## src/rtl/axi4m_fifo_reader.sv

```systemverilog
// AXI4 read master: streams read_num beats from read_addr into a FIFO write port as INCR bursts.
// Latency: R beat to buf_we/buf_dout is 1 cycle (registered); kick to first AR is 3 cycles.
// Backpressure: buf_full drops rready combinationally; AR issue stalls at MAX_OUTSTANDING bursts.
// Build option: define AXI4M_FIFO_4K_SPLIT_EN to cut bursts at 4 KB boundaries.
module axi4m_fifo_reader #(
  parameter int C_M_AXI_ID_WIDTH   = 4,
  parameter int C_M_AXI_ADDR_WIDTH = 32,
  parameter int C_M_AXI_DATA_WIDTH = 32,
  parameter int MAX_BURST_LEN      = 64,
  parameter int MAX_OUTSTANDING    = 4
) (
  input  logic                          clk,
  input  logic                          reset_n,
  input  logic                          kick,
  output logic                          busy,
  output logic                          done,
  output logic                          err,
  input  logic [31:0]                   read_num,
  input  logic [C_M_AXI_ADDR_WIDTH-1:0] read_addr,
  output logic [C_M_AXI_ID_WIDTH-1:0]   m_axi_arid,
  output logic [C_M_AXI_ADDR_WIDTH-1:0] m_axi_araddr,
  output logic [7:0]                    m_axi_arlen,
  output logic [2:0]                    m_axi_arsize,
  output logic [1:0]                    m_axi_arburst,
  output logic                          m_axi_arlock,
  output logic [3:0]                    m_axi_arcache,
  output logic [2:0]                    m_axi_arprot,
  output logic                          m_axi_arvalid,
  input  logic                          m_axi_arready,
  output logic                          m_axi_rready,
  input  logic [C_M_AXI_ID_WIDTH-1:0]   m_axi_rid,
  input  logic [C_M_AXI_DATA_WIDTH-1:0] m_axi_rdata,
  input  logic [1:0]                    m_axi_rresp,
  input  logic                          m_axi_rlast,
  input  logic                          m_axi_rvalid,
  input  logic                          buf_full,
  output logic [C_M_AXI_DATA_WIDTH-1:0] buf_dout,
  output logic                          buf_we
);

  localparam int AW    = C_M_AXI_ADDR_WIDTH;
  localparam int DW    = C_M_AXI_DATA_WIDTH;
  localparam int BYTES = DW / 8;
  localparam int SZ    = $clog2(BYTES);

  typedef enum logic [2:0] {S_IDLE, S_KICK, S_CALC, S_ISSUE, S_DRAIN} state_t;

  state_t          state_q, state_d;
  logic [31:0]     remain_q, remain_d;
  logic [AW-1:0]   addr_q, addr_d;
  logic [AW-1:0]   araddr_q, araddr_d;
  logic [7:0]      arlen_q, arlen_d;
  logic [8:0]      len_q, len_d;
  logic [3:0]      outst_q, outst_d;
  logic            err_q, err_d;
  logic            done_q, done_d;
  logic            buf_we_q, buf_we_d;
  logic [DW-1:0]   buf_dout_q, buf_dout_d;
  logic [31:0]     len_c;
  logic [31:0]     remain_after;
  logic            ar_hs, r_hs, rlast_hs;
  logic            unused_rid;

  // Responses are always ID 0, so rid carries no information here.
  assign unused_rid = &{1'b0, m_axi_rid};

  assign busy          = (state_q != S_IDLE);
  assign done          = done_q;
  assign err           = err_q;
  assign m_axi_arid    = '0;
  assign m_axi_araddr  = araddr_q;
  assign m_axi_arlen   = arlen_q;
  assign m_axi_arsize  = 3'(SZ);
  assign m_axi_arburst = 2'b01;
  assign m_axi_arlock  = 1'b0;
  assign m_axi_arcache = 4'b0010;
  assign m_axi_arprot  = 3'b000;
  assign m_axi_arvalid = (state_q == S_ISSUE);
  assign m_axi_rready  = busy & ~buf_full;
  assign buf_dout      = buf_dout_q;
  assign buf_we        = buf_we_q;

  assign ar_hs        = m_axi_arvalid & m_axi_arready;
  assign r_hs         = m_axi_rvalid & m_axi_rready;
  assign rlast_hs     = r_hs & m_axi_rlast;
  assign remain_after = remain_q - {23'd0, len_q};

`ifdef AXI4M_FIFO_4K_SPLIT_EN
  logic [12:0] bytes_4k;
  logic [31:0] beats_4k;
  assign bytes_4k = 13'h1000 - {1'b0, addr_q[11:0]};
  assign beats_4k = 32'(bytes_4k >> SZ);
`endif

  // Next burst length: remaining beats capped by the burst limit (and the 4 KB page end when enabled).
  always_comb begin
    len_c = (remain_q < 32'(MAX_BURST_LEN)) ? remain_q : 32'(MAX_BURST_LEN);
`ifdef AXI4M_FIFO_4K_SPLIT_EN
    if (beats_4k < len_c) len_c = beats_4k;
`endif
  end

  // Job sequencing, burst bookkeeping and the registered FIFO write path.
  always_comb begin
    state_d    = state_q;
    remain_d   = remain_q;
    addr_d     = addr_q;
    araddr_d   = araddr_q;
    arlen_d    = arlen_q;
    len_d      = len_q;
    err_d      = err_q;
    done_d     = 1'b0;
    outst_d    = outst_q + {3'd0, ar_hs} - {3'd0, rlast_hs};
    buf_we_d   = r_hs;
    buf_dout_d = r_hs ? m_axi_rdata : '0;

    case (state_q)
      S_IDLE: begin
        if (kick) begin
          remain_d = read_num;
          addr_d   = read_addr & ~AW'(BYTES - 1);
          err_d    = 1'b0;
          state_d  = S_KICK;
        end
      end
      S_KICK: begin
        if (remain_q == 32'd0) begin
          done_d  = 1'b1;
          state_d = S_IDLE;
        end else begin
          state_d = S_CALC;
        end
      end
      S_CALC: begin
        if (outst_q != 4'(MAX_OUTSTANDING)) begin
          araddr_d = addr_q;
          arlen_d  = 8'(len_c - 32'd1);
          len_d    = len_c[8:0];
          state_d  = S_ISSUE;
        end
      end
      S_ISSUE: begin
        if (m_axi_arready) begin
          remain_d = remain_after;
          addr_d   = addr_q + (AW'(len_q) << SZ);
          state_d  = (remain_after == 32'd0) ? S_DRAIN : S_CALC;
        end
      end
      S_DRAIN: begin
        if (outst_q == 4'd0) begin
          done_d  = 1'b1;
          state_d = S_IDLE;
        end
      end
      default: state_d = S_IDLE;
    endcase

    // Error responses are flagged but the beat is still forwarded.
    if (r_hs && (m_axi_rresp != 2'b00)) err_d = 1'b1;
  end

  // State registers, all cleared by the asynchronous reset.
  always_ff @(posedge clk or negedge reset_n) begin
    if (!reset_n) begin
      state_q    <= S_IDLE;
      remain_q   <= '0;
      addr_q     <= '0;
      araddr_q   <= '0;
      arlen_q    <= '0;
      len_q      <= '0;
      outst_q    <= '0;
      err_q      <= 1'b0;
      done_q     <= 1'b0;
      buf_we_q   <= 1'b0;
      buf_dout_q <= '0;
    end else begin
      state_q    <= state_d;
      remain_q   <= remain_d;
      addr_q     <= addr_d;
      araddr_q   <= araddr_d;
      arlen_q    <= arlen_d;
      len_q      <= len_d;
      outst_q    <= outst_d;
      err_q      <= err_d;
      done_q     <= done_d;
      buf_we_q   <= buf_we_d;
      buf_dout_q <= buf_dout_d;
    end
  end

endmodule

```

## config.mk

```make
export PLATFORM = sky130hd
export DESIGN_NAME = axi4m_fifo_reader
export DESIGN_NICKNAME = d
export VERILOG_FILES = /design/src/rtl/axi4m_fifo_reader.sv
export SDC_FILE = /design/constraint.sdc
export NUM_CORES = 1
export LEC_CHECK = 0
export CAP_MARGIN = 20
export CORE_MARGIN = 5
export CORE_UTILIZATION = 40
export CTS_CLUSTER_SIZE = 14
export DETAILED_ROUTE_END_ITERATION = 8
export PLACE_DENSITY = 0.69
export SLEW_MARGIN = 5
export SYNTH_ARGS = -nofsm -noshare
export SYNTH_HDL_FRONTEND = slang
export SYNTH_SLANG_ARGS = --single-unit
```

## constraint.sdc

```tcl
create_clock -name clk -period 2.8 [get_ports clk]
set_input_delay 0.7 -clock clk [delete_from_list [all_inputs] [get_ports clk]]
set_output_delay 0.7 -clock clk [all_outputs]
set_load 0.01 [all_outputs]
```

**Word level (Yosys, flattened, before mapping)**

Cells that the tools add are included.

- Bits in registers: 155
- Bits of input ports: 109
- Output and inout port bits: 95
- Logic and storage cells: 66

- Add/subtract/negate cells: 5
- $lt $le $gt $ge: 1
- Equality and inequality tests: 9
- Multiplexer cells: 21
- Bitwise operators: 5
- Reductions and logical operators: 14

Operators with widths:

| operator | number |
|---|---|
| 32-bit 2-to-1 mux | 5 |
| 32-bit case mux with 2 select lines | 2 |
| 32-bit logical NOT | 2 |
| 32-bit by 11-bit adder with 32-bit output | 1 |
| 32-bit by 7-bit less-than comparator with 1-bit output, second input constant | 1 |
| 32-bit by 9-bit subtractor with 32-bit output | 1 |
| 3-bit 2-to-1 mux | 5 |
| 3-bit case mux with 5 select lines | 1 |
| 9-bit 2-to-1 mux | 1 |
| 2-bit nonzero test | 4 |
| 8-bit by 1-bit subtractor with 8-bit output, second input constant | 1 |
| 3-bit by 2-bit equality test with 1-bit output, second input constant | 2 |
| 2-bit inequality test, second input constant | 3 |
| 1-bit 2-to-1 mux | 5 |
| 4-bit by 1-bit adder with 4-bit output | 1 |
| 1-bit bitwise AND | 4 |
| 4-bit logical NOT | 1 |
| 4-bit by 3-bit inequality test with 1-bit output, second input constant | 1 |
| 2-bit AND reduction | 2 |
| 4-bit AND reduction | 1 |
| 4-bit by 1-bit subtractor with 4-bit output | 1 |
| 3-bit by 1-bit equality test with 1-bit output, second input constant | 1 |
| 3-bit equality test, second input constant | 1 |
| 3-bit logical NOT | 1 |
| 7 further kinds | 7 |

**Longest topological paths before layout**

Gate-level depths: netlist of run 1.

- Depth after elaboration: 6
- Gate-level depth with buffers: 13
- Gate-level depth less buffers: 11

**Least setup slack after synthesis of run 1**

No wires, ideal clock.

- Kind: register to register
- Start: reg remain_q[3]
- End: reg state_q[1]
- Library setup time: 134 ps
- Data arrival time: 2769 ps
- Required time: 2666 ps
- Slack: -103 ps
- Stages on the path, launching flop included: 10
- Buffers on the path: 0
- Period minus slack after synthesis: 2903 ps
- Path through: dfrtp_1 -> ha_1 -> and2_1 -> a221oi_2 -> a211oi_1 -> nor4b_4 -> nor4b_1 -> o2111ai_1 -> o41ai_1 -> a21oi_1

- Longest elaborated chain between the ends: 5
- Elaborated cells on any way between the ends: 7
- Those cells by class: add/sub: 1; mux: 4; reduce/logical: 2

RTL lines:

| element | RTL line | source |
|---|---|---|
| start: declaration | 49 | `logic [31:0] remain_q, remain_d;` |
| start signal: assignment | 178 | `remain_q <= remain_d;` |
| 32-bit by 9-bit subtractor with 32-bit output | 86 | `assign remain_after = remain_q - {23'd0, len_q};` |
| 32-bit logical NOT | 146 | `state_d = (remain_after == 32'd0) ? S_DRAIN : S_CALC;` |
| 3-bit 2-to-1 mux | 146 |  |
| 3-bit 2-to-1 mux | 143 | `if (m_axi_arready) begin` |
| 3-bit case mux with 5 select lines * | 117 | `case (state_q)` |
| end signal: assignment | 177 | `state_q <= state_d;` |
| end: declaration | 48 | `state_t state_q, state_d;` |

Every way passes the cells marked *; elsewhere a longest branch is shown, timed or not. The select of a mux whose other input is x is not followed.
A chain may end at the register's enable or synchronous reset.

**Final worst setup path of run 1**

- Start: reg len_q[4]
- End: reg state_q[1]

- Longest elaborated chain between the ends: 5

RTL lines:

| element | RTL line | source |
|---|---|---|
| start: declaration | 53 | `logic [8:0] len_q, len_d;` |
| start signal: assignment | 182 | `len_q <= len_d;` |
| 32-bit by 9-bit subtractor with 32-bit output | 86 |  |
| 32-bit logical NOT | 146 |  |
| 3-bit 2-to-1 mux | 146 |  |
| 3-bit 2-to-1 mux | 143 |  |
| 3-bit case mux with 5 select lines | 117 |  |

Every way passes these cells. The select of a mux whose other input is x is not followed.

==> metrics.md, run 1 <==
| Metric | Value |
|---|---|
| Outcome | finished, violations left |
| Failing checks | setup timing |
| Synthesized flop and latch total | roughly 150 |
| Chip width | between 150 and 200 um |
| Area Overhead vs Synth | 43.7% |
| Worst slack, placed | -0.209 ns |
| Final Hold Violating Endpoints | 0 |
| Post-Place Cells | between 1000 and 1500 |
| Setup TNS | -0.0760 ns |
| Switching share of power | about two fifths |
| Final ANT Viol Nets | 0 |
| Post-layout minimum cycle time | approximately 2.8 ns |
| Worst Path Required | slightly above 3 ns |
| Max-slew headroom | between 50% and 60% |
| Yosys warning count | 0 |
| Power Density | approximately 1000 nW/um^2 |
| Crit path max fanout | 4 |
| CP top delay family | compound AO/OA/AOI/OAI gates |
| Pin count of the biggest net entering global routing | 66 |
| Effective utilization at floorplan | 40.3% |
| Slowest CP cell | dfrtp_1 |
| Buffers & Inverters on Critical Path | 2 |
| Number of antenna cells inserted | 0 |
| Initial antenna violation count | 1 |
| Cells after Synth | just over 900 |
| Max-cap violations | 0 |
| Hold slack final | between 0.2 and 0.25 ns |
| GR Overflow Total | 0 |
| Psw | about 5.0 mW |
| Startpoint Class | register |
| Fin crit share | 101% |
| Row count | 53 |
| Max clock buf depth | 2 |
| Critical Path Source | len_q[4]$_DFFE_PN0P_ |
| Clock root cell | clkbuf_16 |
| CP Class | register to register |
| TritonRoute pass-1 iters | 5 |
| HP Class | input pin to async pin |
| Clk slew on worst S/H paths | roughly 0.070 ns |
| H-tree depth | 4 |
| DRT Wirelength | approximately 26 mm |
| Syn_area_per_cell | between 9 and 10 um^2 |
| NumNets Final | ~1300 |
| IO Port Bufs | 178 |
| DRC violations left | 0 |
| Worst-Skew Late Latency | about 0.43 ns |
| Final Util | 58.0% |
| Drt via density | approximately 5.5 |
| Fmax | roughly 350 MHz |
| Finished Layout Cells | ~1500 |
| CP arrival | about 3.1 ns |
| Post-synth EDFFs | 0 |
| Crit path largest cell delay | about 0.38 ns |
| Setup violators final | 3 |
| Vias in the first global route | a little under 8000 |
| Clock Skew | about 0.013 ns |
| Synth Cell Area | 8400 um^2 |
| Cell variety after synth | 78 |
| Combinational Power Share | 51.6% |
| # IOs | 204 |
| Post-DP HPWL | 19.0 mm |
| Max Transition Viols Final | 0 |
| Post-route cell area | 12100 um^2 |
| Vias | 7960 |
| VDD IR max | between 0.0005 and 0.0006 V |
| Critical path cell sequence | inv_2 > ha_4 > and2_4 > o211ai_1 > buf_4 > a221o_1 > a22o_1 > a211oi_2 > nand4_1 > o41ai_4 > a21oi_1 |
| Critical R2R Launch | len_q[4]$_DFFE_PN0P_ |
| Routed len/inst | 17.6 um |
| Layout cells sized above 1 | about a fifth |
| Final WS setup | -0.0351 ns |
| GPL Wtd Cong | approximately 0.9 |
| Placed Area | 11100 um^2 |
| Seq/Total Area, Yosys | between 40% and 50% |
| Pint | approximately 7.3 mW |
| Static leakage | about 5.2 nW |
| Commonest non-fill, non-tap cell in the layout | clkdlybuf4s50_1 |
| Die area | 24000 um^2 |
| Unrepaired setup endpoints after global routing | yes |
| CTS Sinks | about 150 |
| Initial DRC Count | roughly 500 |
| Asr flop ratio synth | 100% |
| Worst Tran Pin Value | approximately 0.62 ns |
| Worst Setup End Kind | register |
| Core Area | roughly 21000 um^2 |
| Die height | between 150 and 200 um |
| Register share of total power | 29.7% |
| Most frequent cells in the layout | clkdlybuf4s50_1 (177), dfrtp_1 (151), buf_4 (114) |
| Clk pwr share | 18.7% |
| Power, Total | approximately 12 mW |
| CTS Buf Count | 17 |
| Primary FF master, synth | dfrtp_1 |
| Global-route wire length before repair | 40.3 mm |
| CTS tree | built |
| Global Route Usage Sum | a little over a fifth |
-- cells by family (layout without fill, tap and decap cells) --
family,Yosys count,after routing,share of synthesized area (%)
AND/OR/NAND/NOR,313,313,18.8
AO/OA/AOI/OAI,260,260,20.0
adder cells (fa/ha/maj),28,28,4.44
buffers and inverters,108,361,5.81
other,2,19,0.0894
XOR/XNOR,17,17,1.77
flip-flops,151,151,45.0
multiplexers,31,31,4.11
-- power by group through the flow --
| stage | Sequential, mW | Clock [mW] | Combinational [mW] |
|---|---|---|---|
| global route | 3.76 | 2.43 | 6.96 |
| CTS | 3.62 | 2.34 | 6.15 |
| global placement | 3.60 | 0 | 5.87 |
| floorplan | 3.63 | 0 | 3.57 |
| finish | 3.65 | 2.29 | 6.34 |
| detailed placement | 3.64 | 0 | 5.99 |
-- metal layers --
layer  share of wire [%]  vias to the layer above  GRT usage (%)
met4                 1.3                        2           5.21
met1                  42                     3834           26.3
met2                  47                      302           34.0
met5               0.027                        -              0
li1                    -                     3795              -
met3                 9.8                       27           7.96
-- area by class of cell --
type | instances | area, um^2
Clock buffer | 19 | 443
Clock inverter | 13 | 145
Fill cell | 1830 | 8750
Inverter | 35 | 131
Multi-Input combinational cell | 668 | 4550
Sequential cell | 151 | 3780
Tap cell | 275 | 344
Timing Repair Buffer | 294 | 2680
-- sequential cells by signal, indices dropped and copies added (netlist names) --
| signal | flops |
|---|---|
| len_q | 9 |
| state_q | 3 |
| buf_dout | 32 |
| err | 1 |
| m_axi_arlen | 8 |
| buf_we | 1 |
| remain_q | 32 |
| outst_q | 4 |
| m_axi_araddr | 30 |
| addr_q | 30 |
| done | 1 |
-- worst paths after layout --
path / endpoint / slack [ns] / cells past startpoint
max: state_q[1]$_DFFE_PN0P_ / -0.04 / 11
min: m_axi_araddr[5]$_DFFE_PN0P_ / 0.25 / 1
max reg2reg: state_q[1]$_DFFE_PN0P_ / -0.04 / 11
min reg2reg: err$_DFFE_PN0P_ / 0.48 / 2
max in group asynchronous: remain_q[9]$_DFFE_PN0P_ / 1.79 / 2
min in group clk: err$_DFFE_PN0P_ / 0.48 / 2
-- cells in the mapped netlist (all sizes together), types with 4 or more instances --
library cell  count  area share, %
and2              5           0.37
or2               4           0.30
nand4             8           0.60
o2111ai           4           0.42
nor3             25            1.5
a211oi           14            1.3
ha               25            3.7
a21oi            67            4.0
or4               9           0.94
nand3            15           0.89
inv              34            1.5
nor4b             5           0.70
nor2             76            3.4
a2bb2oi           6           0.63
buf              28            2.2
nor4              5           0.52
o22ai            10           0.74
mux2             28            3.8
nand2            89            4.0
a311oi           11            1.1
a21o             12            1.1
dfrtp           151             45
o21ai            70            4.2
a221oi            5           0.60
and3             42            3.1
or3              15            1.1
xnor2            10            1.0
nor2b             6           0.45
clkbuf           45            2.0
xor2              7           0.73
a31oi            16            1.2
o22a              5           0.54
-- timing repair --
action / 4_1_cts / 5_1_grt
buffers inserted: 6 / 3
endpoints found under the setup margin: 16 / 19
resized for setup: 21 / 35
pin swaps: 7 / 27
hold buffers: 0 / 0
Power figures use the tool's default switching activity.
==> run 2: changes to the inputs <==
Clock period 2.8 ns to 2.4 ns, I/O delays scaled along.
==> metrics.md, run 2 (synthesized netlist as in run 1, its figures left out) <==
| Metric | Value |
|---|---|
| Clock root cell | clkbuf_16 |
| Final ANT Viol Nets | 0 |
| CTS tree | built |
| Fin crit share | 116% |
| DRC violations left | 0 |
| Setup TNS | -5.20 ns |
| Clock Skew | 0.00768 ns |
| Power Density | around 1200 nW/um^2 |
| Fmax | 361 MHz |
| Worst Tran Pin Value | 0.613 ns |
| CTS Sinks | approximately 150 |
| Global-route wire length before repair | about 43 mm |
| Die height | 155 um |
| Filler cells | around 1700 |
| H-tree depth | 4 |
| CP Class | register to register |
| Clk slew on worst S/H paths | 0.07 ns |
| Failing checks | setup timing |
| Number of antenna cells inserted | 0 |
| Most frequent cells in the layout | clkdlybuf4s50_1 (174), dfrtp_1 (149), buf_4 (146) |
| Effective utilization at floorplan | 40.3% |
| GR Overflow Total | 0 |
| GPL Wtd Cong | between 0.9 and 1 |
| Max clock buf depth | 2 |
| Vias | between 8000 and 9000 |
| Chip width | 155 um |
| Crit path max fanout | 5 |
| Max-slew headroom | ~59% |
| Global Route Usage Sum | between 20% and 30% |
| # IOs | ~200 |
| Die area | around 24000 um^2 |
| Core Area | around 21000 um^2 |
| Post-Place Cells | approximately 1500 |
| Worst Path Required | 2.71 ns |
| Commonest non-fill, non-tap cell in the layout | clkdlybuf4s50_1 |
| Worst-Skew Late Latency | between 0.4 and 0.5 ns |
| Startpoint Class | register |
| Initial antenna violation count | 0 |
| IO Port Bufs | roughly 180 |
| Pin count of the biggest net entering global routing | 55 |
| NumNets Final | between 1000 and 1500 |
| Initial DRC Count | ~530 |
| Final Hold Violating Endpoints | 0 |
| DRT Wirelength | roughly 28 mm |
| Layout cells sized above 1 | a little under a third |
| Vias in the first global route | between 8000 and 9000 |
| Outcome | finished, violations left |
| Row count | 53 |
| Final WS setup | -0.374 ns |
| Post-DP HPWL | between 15 and 20 mm |
| Finished Layout Cells | 1525 |
| Unrepaired setup endpoints after global routing | yes |
| CTS Buf Count | 17 |
| Max-cap violations | 0 |
| TritonRoute pass-1 iters | 5 |
| VDD IR max | between 0.0008 and 0.0009 V |
| Drt via density | approximately 5.4 |
| Routed len/inst | about 18 um |
| Worst Setup End Kind | register |
| Post-layout minimum cycle time | 2.77 ns |
| CP arrival | approximately 3.1 ns |
| Max Transition Viols Final | 0 |
| HP Class | input pin to async pin |
| Setup violators final | 42 |
| Area Overhead vs Synth | 57.2% |
| Static leakage | around 5.8 nW |
[run 2: layer usage]
layer  share of wire (%)  wire length (um)  GRT usage [%]  vias to the layer above
li1                    -                 -              -                     3948
met1                  42             11600           28.8                     4007
met2                  47             13100           35.8                      301
met3                 8.2              2260           6.65                       49
met4                 2.4               675           7.70                        0
met5                   0                 0              0                        -
[run 2: power by group]
group	internal, mW	switching [mW]	total, mW
logic	4.21	4.44	8.65
registers	3.45	0.805	4.26
clock network	1.39	1.24	2.62
total	9.05	6.48	15.5
[run 2: area by class of cell]
type | instances | area, um^2 | area share (%)
inverter | 35 | 139 | 1.05
clock buffer | 17 | 425 | 3.22
multi-input combinational | 668 | 4970 | 37.6
clock inverter | 15 | 149 | 1.13
tap | 275 | 344 | 2.61
sequential | 151 | 3780 | 28.6
timing repair buffer | 364 | 3400 | 25.8
[run 2: worst paths after layout]
check,cells past startpoint,to,slack [ns],startpoint
worst max-delay path,11,state_q[1]$_DFFE_PN0P_,-0.37,len_q[0]$_DFFE_PN0P_
worst min-delay path,1,m_axi_araddr[8]$_DFFE_PN0P_,0.1,reset_n
worst max register to register,11,state_q[1]$_DFFE_PN0P_,-0.37,len_q[0]$_DFFE_PN0P_
worst min register to register,2,err$_DFFE_PN0P_,0.47,err$_DFFE_PN0P_
max in group asynchronous,2,remain_q[19]$_DFFE_PN0P_,1.72,reset_n
min in group clk,2,err$_DFFE_PN0P_,0.47,err$_DFFE_PN0P_
[run 2: critical path: stages (launching register included)]
cell,delay (ns)
dfrtp_2,0.45
ha_4,0.17
fa_2,0.34
nand2b_4,0.16
a21bo_4,0.24
o211ai_1,0.21
buf_4,0.22
nor3_4,0.05
xnor2_1,0.17
o2111ai_2,0.18
o41ai_2,0.37
a21oi_1,0.10
[run 2: metrics by stage]
| step | util [%] | hold WS [ns] | area (um^2) | worst slack, ns | total power [mW] |
|---|---|---|---|---|---|
| floorplan | - | 0.304 | 8720 | -0.313 | 8.62 |
| global placement | 56.4 | 0.454 | 11700 | -0.360 | 11.9 |
| detailed placement | 56.4 | 0.457 | 11700 | -0.408 | 12.1 |
| CTS | 61.0 | 0.101 | 12700 | -0.322 | 15.1 |
| global route | 63.4 | 0.116 | 13200 | -0.492 | 16.6 |
| finish | 63.4 | 0.0965 | 13200 | -0.374 | 15.5 |
[run 2: what timing repair did]
item,CTS,global route
hold buffers,0,0
buffers inserted,14,21
pin swaps,47,49
gates resized for setup,75,102
setup endpoints to repair,44,56
==> run 3: changes to the inputs <==
--- a/config.mk
+++ b/config.mk
@@ -11,5 +11,5 @@
 export CTS_CLUSTER_SIZE = 14
 export DETAILED_ROUTE_END_ITERATION = 8
-export PLACE_DENSITY = 0.69
+export DONT_BUFFER_PORTS = 1
 export SLEW_MARGIN = 5
 export SYNTH_ARGS = -nofsm -noshare
==> constraint.sdc (replaced) <==
create_clock -name clk -period 2.4 [get_ports clk]
set_input_delay 0.6 -clock clk [delete_from_list [all_inputs] [get_ports clk]]
set_output_delay 0.6 -clock clk [all_outputs]
set_load 0.1 [all_outputs]
==> metrics.md, run 3 (synthesized netlist as in run 1, its figures left out) <==
| Metric | Value |
|---|---|
| M2 GR Usage | 33.4% |
| CTS tree | built |
| Final Hold Violating Endpoints | 151 |
| Post-layout minimum cycle time | between 2 and 3 ns |
| Power Density | roughly 1500 nW/um^2 |
| Startpoint Class | register |
| HP Class | input pin to async pin |
| Finished Layout Cells | about 1400 |
| GPL Wtd Cong | 0.876 |
| Critical R2R Launch | remain_q[7]$_DFFE_PN0P_ |
| Max clock buf depth | 2 |
| Clk slew on worst S/H paths | roughly 0.070 ns |
| H-tree depth | 4 |
| CTS Sinks | 151 |
| Reg2reg end | state_q[1]$_DFFE_PN0P_ |
| Final ANT Viol Nets | 0 |
| Static leakage | between 5 and 6 nW |
| Fin crit share | 116% |
| Worst-Skew Late Latency | between 0.4 and 0.5 ns |
| CTS Buf Count | 17 |
| Max-cap violations | 0 |
| Vias | between 7000 and 8000 |
| CP arrival | about 3.1 ns |
| Max Transition Viols Final | 0 |
| TritonRoute pass-1 iters | 5 |
| Hold slack final | -0.132 ns |
| Pin count of the biggest net entering global routing | 152 |
| GR Overflow Total | 0 |
| Number of antenna cells inserted | 0 |
| Row count | 53 |
| Global Route Usage Sum | 21.2% |
| Most frequent cells in the layout | buf_4 (180), dfrtp_1 (150), nand2_1 (82) |
| NumNets Final | roughly 1200 |
| GR Util met3 | between 6 and 7% |
| Unrepaired setup endpoints after global routing | yes |
| GRT Max-Usage Layer | met2 |
| Flop2flop setup slack | -0.39 ns |
| Post-DP HPWL | 18.4 mm |
| Initial antenna violation count | 0 |
| Worst Path Required | between 2 and 3 ns |
| Setup TNS | -3.87 ns |
| Final Util | a little under three fifths |
| Worst Setup End Kind | register |
| # IOs | between 200 and 250 |
| Effective utilization at floorplan | around 40% |
| Failing checks | hold timing, setup timing |
| Worst Tran Pin Value | roughly 0.98 ns |
| Outcome | finished, violations left |
| Die height | around 150 um |
| VDD IR max | about 0.0006 V |
| DRT Wirelength | roughly 26 mm |
| Drt via density | 5.51 |
| Placed Area | about 10000 um^2 |
| IO Port Bufs | 0 |
| Power, Total | 17.3 mW |
| Post-route cell area | 11600 um^2 |
| CP Class | register to register |
| Commonest non-fill, non-tap cell in the layout | buf_4 |
| Layout cells sized above 1 | between 30% and 40% |
| Area Overhead vs Synth | 38.3% |
| DRC violations left | 0 |
| Global-route wire length before repair | between 40 and 50 mm |
| Chip width | around 150 um |
| Crit path max fanout | 6 |
| Routed len/inst | about 19 um |
| Die area | around 24000 um^2 |
| Max-slew headroom | 34.6% |
| Vias in the first global route | 7600 |
| Final WS setup | -0.394 ns |
| Setup violators final | 28 |
| Initial DRC Count | 541 |
| Clock root cell | clkbuf_16 |
| Fmax | roughly 360 MHz |
| Met1 Resource Use GR | around 28% |
| Clock Skew | around 0.011 ns |
| R2R cell count | 10 |
| Core Area | 20800 um^2 |
| Post-Place Cells | 1324 |
run 3: cell types whose count changed in the layout (fill, tap and decap cells not counted), moves of 5 or more:
cell / change
buf_4: +34
buf_6: -6
clkinv_8: +5
clkdlybuf4s50_1: -174
run 3: where the power goes:
group	switching [mW]	leakage, nW	internal [mW]	total (mW)
registers	2.42	1.84	3.41	5.83
logic	5.00	3.04	3.70	8.70
clock network	1.34	0.301	1.43	2.77
total	8.75	5.18	8.54	17.3
run 3: repair_timing:
item / 4_1_cts / 5_1_grt
pin swaps: 18 / 66
setup buffers: 4 / 16
hold endpoints to repair: 151 / 151
endpoints found under the setup margin: 36 / 51
resized for setup: 44 / 125
run 3: how the worst max path moves through the flow:
stage,depth (start not counted),start,endpoint
CTS,12,len_q[0]$_DFFE_PN0P_,addr_q[30]$_DFFE_PN0P_
detailed placement,10,len_q[8]$_DFFE_PN0P_,state_q[1]$_DFFE_PN0P_
global placement,10,len_q[8]$_DFFE_PN0P_,state_q[1]$_DFFE_PN0P_
global route,11,len_q[2]$_DFFE_PN0P_,state_q[1]$_DFFE_PN0P_
floorplan,11,remain_q[8]$_DFFE_PN0P_,state_q[1]$_DFFE_PN0P_
finish,10,remain_q[7]$_DFFE_PN0P_,state_q[1]$_DFFE_PN0P_
run 3: area by class of cell:
cell class | count | area [um^2]
clock buffers | 17 | 425
well taps | 275 | 344
repair buffers | 210 | 1720
inverters | 35 | 134
multi-input cells | 668 | 5010
fillers | 1823 | 9200
flip-flops and latches | 151 | 3780
clock inverters | 15 | 196
run 3: per-stage QoR:
stage | setup WS (ns) | hold WS, ns
3_3_place_gp | -0.428 | 0.313
4_1_cts | -0.352 | -0.151
6_report | -0.394 | -0.132
5_1_grt | -0.479 | -0.156
3_5_place_dp | -0.446 | 0.314
2_1_floorplan | -0.313 | 0.304
run 3: worst max-delay path: stages, from the launching register on:
cell and delay (ns):
dfrtp_1 0.45, ha_4 0.28, and2_2 0.23, a221oi_4 0.32, o211ai_1 0.15, buf_4 0.20, o21ai_1 0.21, o2111a_1 0.23
nand4_1 0.14, o41ai_2 0.36, a21oi_1 0.09
run 3: per-layer routing:
metal	part of all wire, %	wire length, um
met1	44	11400
met2	47	12100
met3	7.3	1890
met4	1.8	476
met5	0	0
==> edit 1: new RTL, flow settings as in run 1 <==
Take the reset off `addr_q`, `araddr_q` and `buf_dout_q` and load them in a clocked block of their own.
--- a/src/rtl/axi4m_fifo_reader.sv
+++ b/src/rtl/axi4m_fifo_reader.sv
@@ -165,6 +165,4 @@
       state_q    <= S_IDLE;
       remain_q   <= '0;
-      addr_q     <= '0;
-      araddr_q   <= '0;
       arlen_q    <= '0;
       len_q      <= '0;
@@ -173,10 +171,7 @@
       done_q     <= 1'b0;
       buf_we_q   <= 1'b0;
-      buf_dout_q <= '0;
     end else begin
       state_q    <= state_d;
       remain_q   <= remain_d;
-      addr_q     <= addr_d;
-      araddr_q   <= araddr_d;
       arlen_q    <= arlen_d;
       len_q      <= len_d;
@@ -185,6 +180,11 @@
       done_q     <= done_d;
       buf_we_q   <= buf_we_d;
-      buf_dout_q <= buf_dout_d;
     end
+  end
+
+  always_ff @(posedge clk) begin
+    addr_q     <= addr_d;
+    araddr_q   <= araddr_d;
+    buf_dout_q <= buf_dout_d;
   end
 
Formal check against the unedited RTL: differs if reset_n is asserted again (counterexample within 4 cycles, from zero or initial values and one cycle with reset_n low); with reset_n held inactive, the same outputs for 10 cycles.
==> edit 1 against run 1 <==
  * The flow still finishes with violations (setup timing)
  * Final area is 4.4% lower
  * Wire length shrank 7.8%
  * Synthesized area is 1.4% lower
  * Sequential cell count unchanged
  * Worst setup slack gained 0.026 ns
  * Critical endpoint unchanged
  * Final cell count down 4.1%
  * Combinational power shrank 14%
  * Sequential power about the same
  * Total power decreased by 7.4%
==> edit 1: results (changes against run 1) <==
| Metric | Value |
|---|---|
| Post-Place Cells | 1357 (was 1414) |
| Vias in the first global route | 7179 (was 7878) |
| Fin Clk Skew | 0.0116 ns (was 0.0133 ns) |
| Wirelength per Cell | 16.9 µm (was 17.6 µm) |
| Power Density | 986 nW/µm² (was 1020 nW/µm²) |
| Hold Slack | 0.288 ns (was 0.248 ns) |
| Register area share after synthesis | 0.473 (was 0.450) |
| Synthesized-area fraction occupied by adder cells | 0.0450 (was 0.0444) |
| Clock power share | 0.200 (was 0.187) |
| DP Area | 10800 µm² (was 11100 µm²) |
| Post-synth EDFFs | 60 (was 0) |
| Peak VDD IR | 0.000658 V (was 0.000573 V) |
| CP startpoint | remain_q[0] (was len_q[4]) |
| DR vias | 7389 (was 7960) |
| Worst setup margin | -0.00916 ns (was -0.0351 ns) |
| Number of unique standard cell types used by synthesis | 88 (was 78) |
| Reg power frac | 0.321 (was 0.297) |
| Top post-synthesis cells by area | edfxtp_1, dfrtp_1, dfxtp_1 (was dfrtp_1, a21oi_1, nand2_1) |
| Synth Area in XOR/XNOR | 0.0381 (was 0.0177) |
| Max-Slew Margin vs Limit | 0.557 (was 0.586) |
| Ys async rst share | 0.391 (was 1.00) |
| Max incr delay on CP | 0.46 ns (was 0.38 ns) |
| First-pass GRT wire length | 37400 µm (was 40300 µm) |
| Final setup violating endpoints | 1 (was 3) |
| Status | finished, violations left (unchanged) |
| Internal | 6930 µW (was 7290 µW) |
| Initial antenna violation count | 0 (was 1) |
| Violated checks | setup timing (unchanged) |
| Count of cells resized by post-cts repair | 7 (was 21) |
| Top FF cell, synth | edfxtp_1 (was dfrtp_1) |
| Nets@finish | 1250 (was 1304) |
| Largest net degree at the start of global routing | 97 (was 66) |
| Initial DRC Count | 468 (was 499) |
| Mux share of post-synthesis cell area | 0.00499 (was 0.0411) |
| Dpl ws | -0.164 ns (was -0.209 ns) |
| First-pass DRT Iterations | 6 (was 5) |
| Final HPWL DP | 17400 µm (was 19000 µm) |
| Post-synth top cells | nand2_1, nor2_1, o21ai_0, edfxtp_1, dfrtp_1 (was dfrtp_1, nand2_1, nor2_1, a21oi_1, o21ai_0) |
| Avg Cell Area, Syn | 9.42 µm² (was 9.23 µm²) |
| Share of cells above drive strength 1 | 0.159 (was 0.202) |
| Critical path's slowest cell | or3_2 (was dfrtp_1) |
| Post-CTS repair timing setup buffer count | 2 (was 6) |
| Arr. time, crit path | 3.12 ns (was 3.14 ns) |
| Setup TNS Final | -0.00916 ns (was -0.0760 ns) |
| Largest family of logic cells by synthesized area | simple AND/OR/NAND/NOR gates (was compound AO/OA/AOI/OAI gates) |
## edit 1: changes by cell type after synthesis, moves of 13 or more
cell      delta
nand2_1     +13
mux2_2      -27
dfrtp_1     -92
dfxtp_1     +32
edfxtp_1    +60
## edit 1: metal layers
| metal | share of wire | GRT usage | vias up |
|---|---|---|---|
| li1 | - | - | 3601 |
| met1 | 0.43 | 0.253 | 3496 |
| met2 | 0.49 | 0.328 | 252 |
| met3 | 0.058 | 0.0385 | 40 |
| met4 | 0.021 | 0.0601 | 0 |
| met5 | 0 | 0 | - |
## edit 1: kinds of logic after synthesis
family,after synthesis
adders and majority gates,28
muxes,4
AOI/OAI and AO/OA,224
xor gates and xnor gates,36
buffers and inverters,102
other,2
DFF,151
and+or+nand+nor,332
## edit 1: final cells by class
class,instances,area [µm²]
clock buffer,22,487
clock inverter,10,91.3
fill,1819,8750
inverter,31,121
multi-input combinational,643,4070
sequential,151,3920
tap,270,338
timing repair buffer,269,2520
==> edit 2: new RTL, config.mk and constraints of run 1 <==
Without the edit above. Build with the macro `AXI4M_FIFO_4K_SPLIT_EN` defined.
--- a/src/rtl/axi4m_fifo_reader.sv
+++ b/src/rtl/axi4m_fifo_reader.sv
@@ -3,4 +3,6 @@
 // Backpressure: buf_full drops rready combinationally; AR issue stalls at MAX_OUTSTANDING bursts.
 // Build option: define AXI4M_FIFO_4K_SPLIT_EN to cut bursts at 4 KB boundaries.
+`define AXI4M_FIFO_4K_SPLIT_EN
+
 module axi4m_fifo_reader #(
   parameter int C_M_AXI_ID_WIDTH   = 4,
Behaviour: not the same (a bounded check fails within 4 cycles, from zero or initial values and one cycle with reset_n low).
==> edit 2 against run 1 <==
  * Worst setup slack lost 0.74 ns
  * Critical path type unchanged
  * Combinational power grew 70%
  * Final area grew 10%
  * The run still ends with setup timing left
  * Clock skew is essentially flat
  * Largest power group unchanged
  * Wire length grew 15%
  * Largest cell class unchanged
  * Sequential cell count is the same
  * Synthesized area grew 6.7%
  * Total power grew 37%
  * Highest routed layer is now met4
==> edit 2: results (changes against run 1) <==
| Metric | Value |
|---|---|
| Status | finished, violations left (unchanged) |
| Initial DRC Count | 649 (was 499) |
| Number of unique standard cell types used by synthesis | 71 (was 78) |
| First-pass DRT Iterations | 6 (was 5) |
| Worst r2r dst | m_axi_arlen[6] (was state_q[1]) |
| Final setup violating endpoints | 19 (was 3) |
| Critical path's slowest cell | or4_4 (was dfrtp_1) |
| Most common cell in the synthesized netlist | nand2_1 (was dfrtp_1) |
| Initial antenna violation count | 0 (was 1) |
| Top post-synthesis cells by area | dfrtp_1, nand2_1, ha_1 (was dfrtp_1, a21oi_1, nand2_1) |
| Fin Clk Skew | 0.0132 ns (was 0.0133 ns) |
| CP delay by family, top | simple AND/OR/NAND/NOR gates (was compound AO/OA/AOI/OAI gates) |
| Register area share after synthesis | 0.421 (was 0.450) |
| Dpl ws | -0.933 ns (was -0.209 ns) |
| Worst setup margin | -0.776 ns (was -0.0351 ns) |
| Nets@finish | 1516 (was 1304) |
| DR top layer | met4 (was met5) |
| First-pass GRT wire length | 45900 µm (was 40300 µm) |
| Total GRT Usage | 0.221 (was 0.209) |
| Post-synth top cells | nand2_1, dfrtp_1, a21oi_1, o21ai_0, nor2_1 (was dfrtp_1, nand2_1, nor2_1, a21oi_1, o21ai_0) |
| Violated checks | setup timing (unchanged) |
| R2r worst-path depth | 17 (was 11) |
| Setup TNS Final | -8.50 ns (was -0.0760 ns) |
| Share of cells above drive strength 1 | 0.208 (was 0.202) |
| Wirelength per Cell | 17.8 µm (was 17.6 µm) |
| Mux share of post-synthesis cell area | 0.0121 (was 0.0411) |
| Arr. time, crit path | 3.87 ns (was 3.14 ns) |
| Comb pwr share | 0.642 (was 0.516) |
| Post-synthesis compound-gate area fraction | 0.191 (was 0.200) |
| Met3 WL | 2280 µm (was 2510 µm) |
| Largest net degree at the start of global routing | 73 (was 66) |
| Final hold violation count | 0 (unchanged) |
| Static Leak | 0.00599 µW (was 0.00523 µW) |
| Synthesized-area fraction occupied by adder cells | 0.0583 (was 0.0444) |
| Sw frac | 0.447 (was 0.407) |
| Final HPWL DP | 21400 µm (was 19000 µm) |
| Worst r2r src | addr_q[4] (was len_q[4]) |
| Peak VDD IR | 0.000723 V (was 0.000573 V) |
| Routed metal-1 wirelength | 12300 µm (was 10600 µm) |
| Synth Area in XOR/XNOR | 0.0293 (was 0.0177) |
| Worst-Margin Slew | 0.759 ns (was 0.622 ns) |
## edit 2: per-layer routing
metal  vias to the layer above  global-route usage
met5                         -                   0
met2                       357               0.374
met3                        46              0.0580
met1                      4345               0.282
li1                       4318                   -
met4                         0              0.0615
## edit 2: repair_timing
item / CTS / global route
setup endpoints to repair: 25 / 38
gates resized for setup: 38 / 52
hold endpoints to repair: 0 / 0
cloned: 0 / 1
pin swaps: 19 / 30
buffers inserted: 12 / 21
## edit 2: cell type report
class	instances	area (µm²)	share of cell area
Tap cell	280	350	0.0264
Timing Repair Buffer	353	3210	0.241
Clock buffer	17	425	0.0320
Clock inverter	15	198	0.0149
Multi-Input combinational cell	808	5190	0.390
Sequential cell	151	3780	0.284
Inverter	36	143	0.0107
## edit 2: power groups by stage
stage               Clock [µW]  Sequential (µW)  Combinational, µW
floorplan                    0             3830               5470
CTS                       2400             3640              10200
global placement             0             3630               9520
detailed placement           0             3660               9640
finish                    2380             3640              10800
global route              2520             3750              11800
## edit 2: metrics by stage
step                std cells  total power [µW]  hold WS [ns]  instance area [µm²]
floorplan                1078              9300         0.404                 9140
global placement         1596             13100         0.459                12000
detailed placement       1596             13300         0.462                12000
CTS                      1639             16200         0.173                12900
global route             1660             18000         0.178                13300
finish                   1660             16800         0.163                13300
## edit 2: worst max-delay path by stage
stage,from,to,cells after the start
floorplan,remain_q[10],m_axi_arlen[6],20
global placement,addr_q[4],m_axi_arlen[6],16
detailed placement,addr_q[4],m_axi_arlen[4],16
CTS,remain_q[7],m_axi_arlen[6],17
global route,addr_q[4],m_axi_arlen[6],17
finish,addr_q[4],m_axi_arlen[6],17
## edit 2: logic make-up after synthesis
family | after synthesis
simple gates | 427
buf+inv | 119
compound gates | 278
mux | 10
fa+ha+maj | 40
flops | 151
xor+xnor | 30
other cells | 2
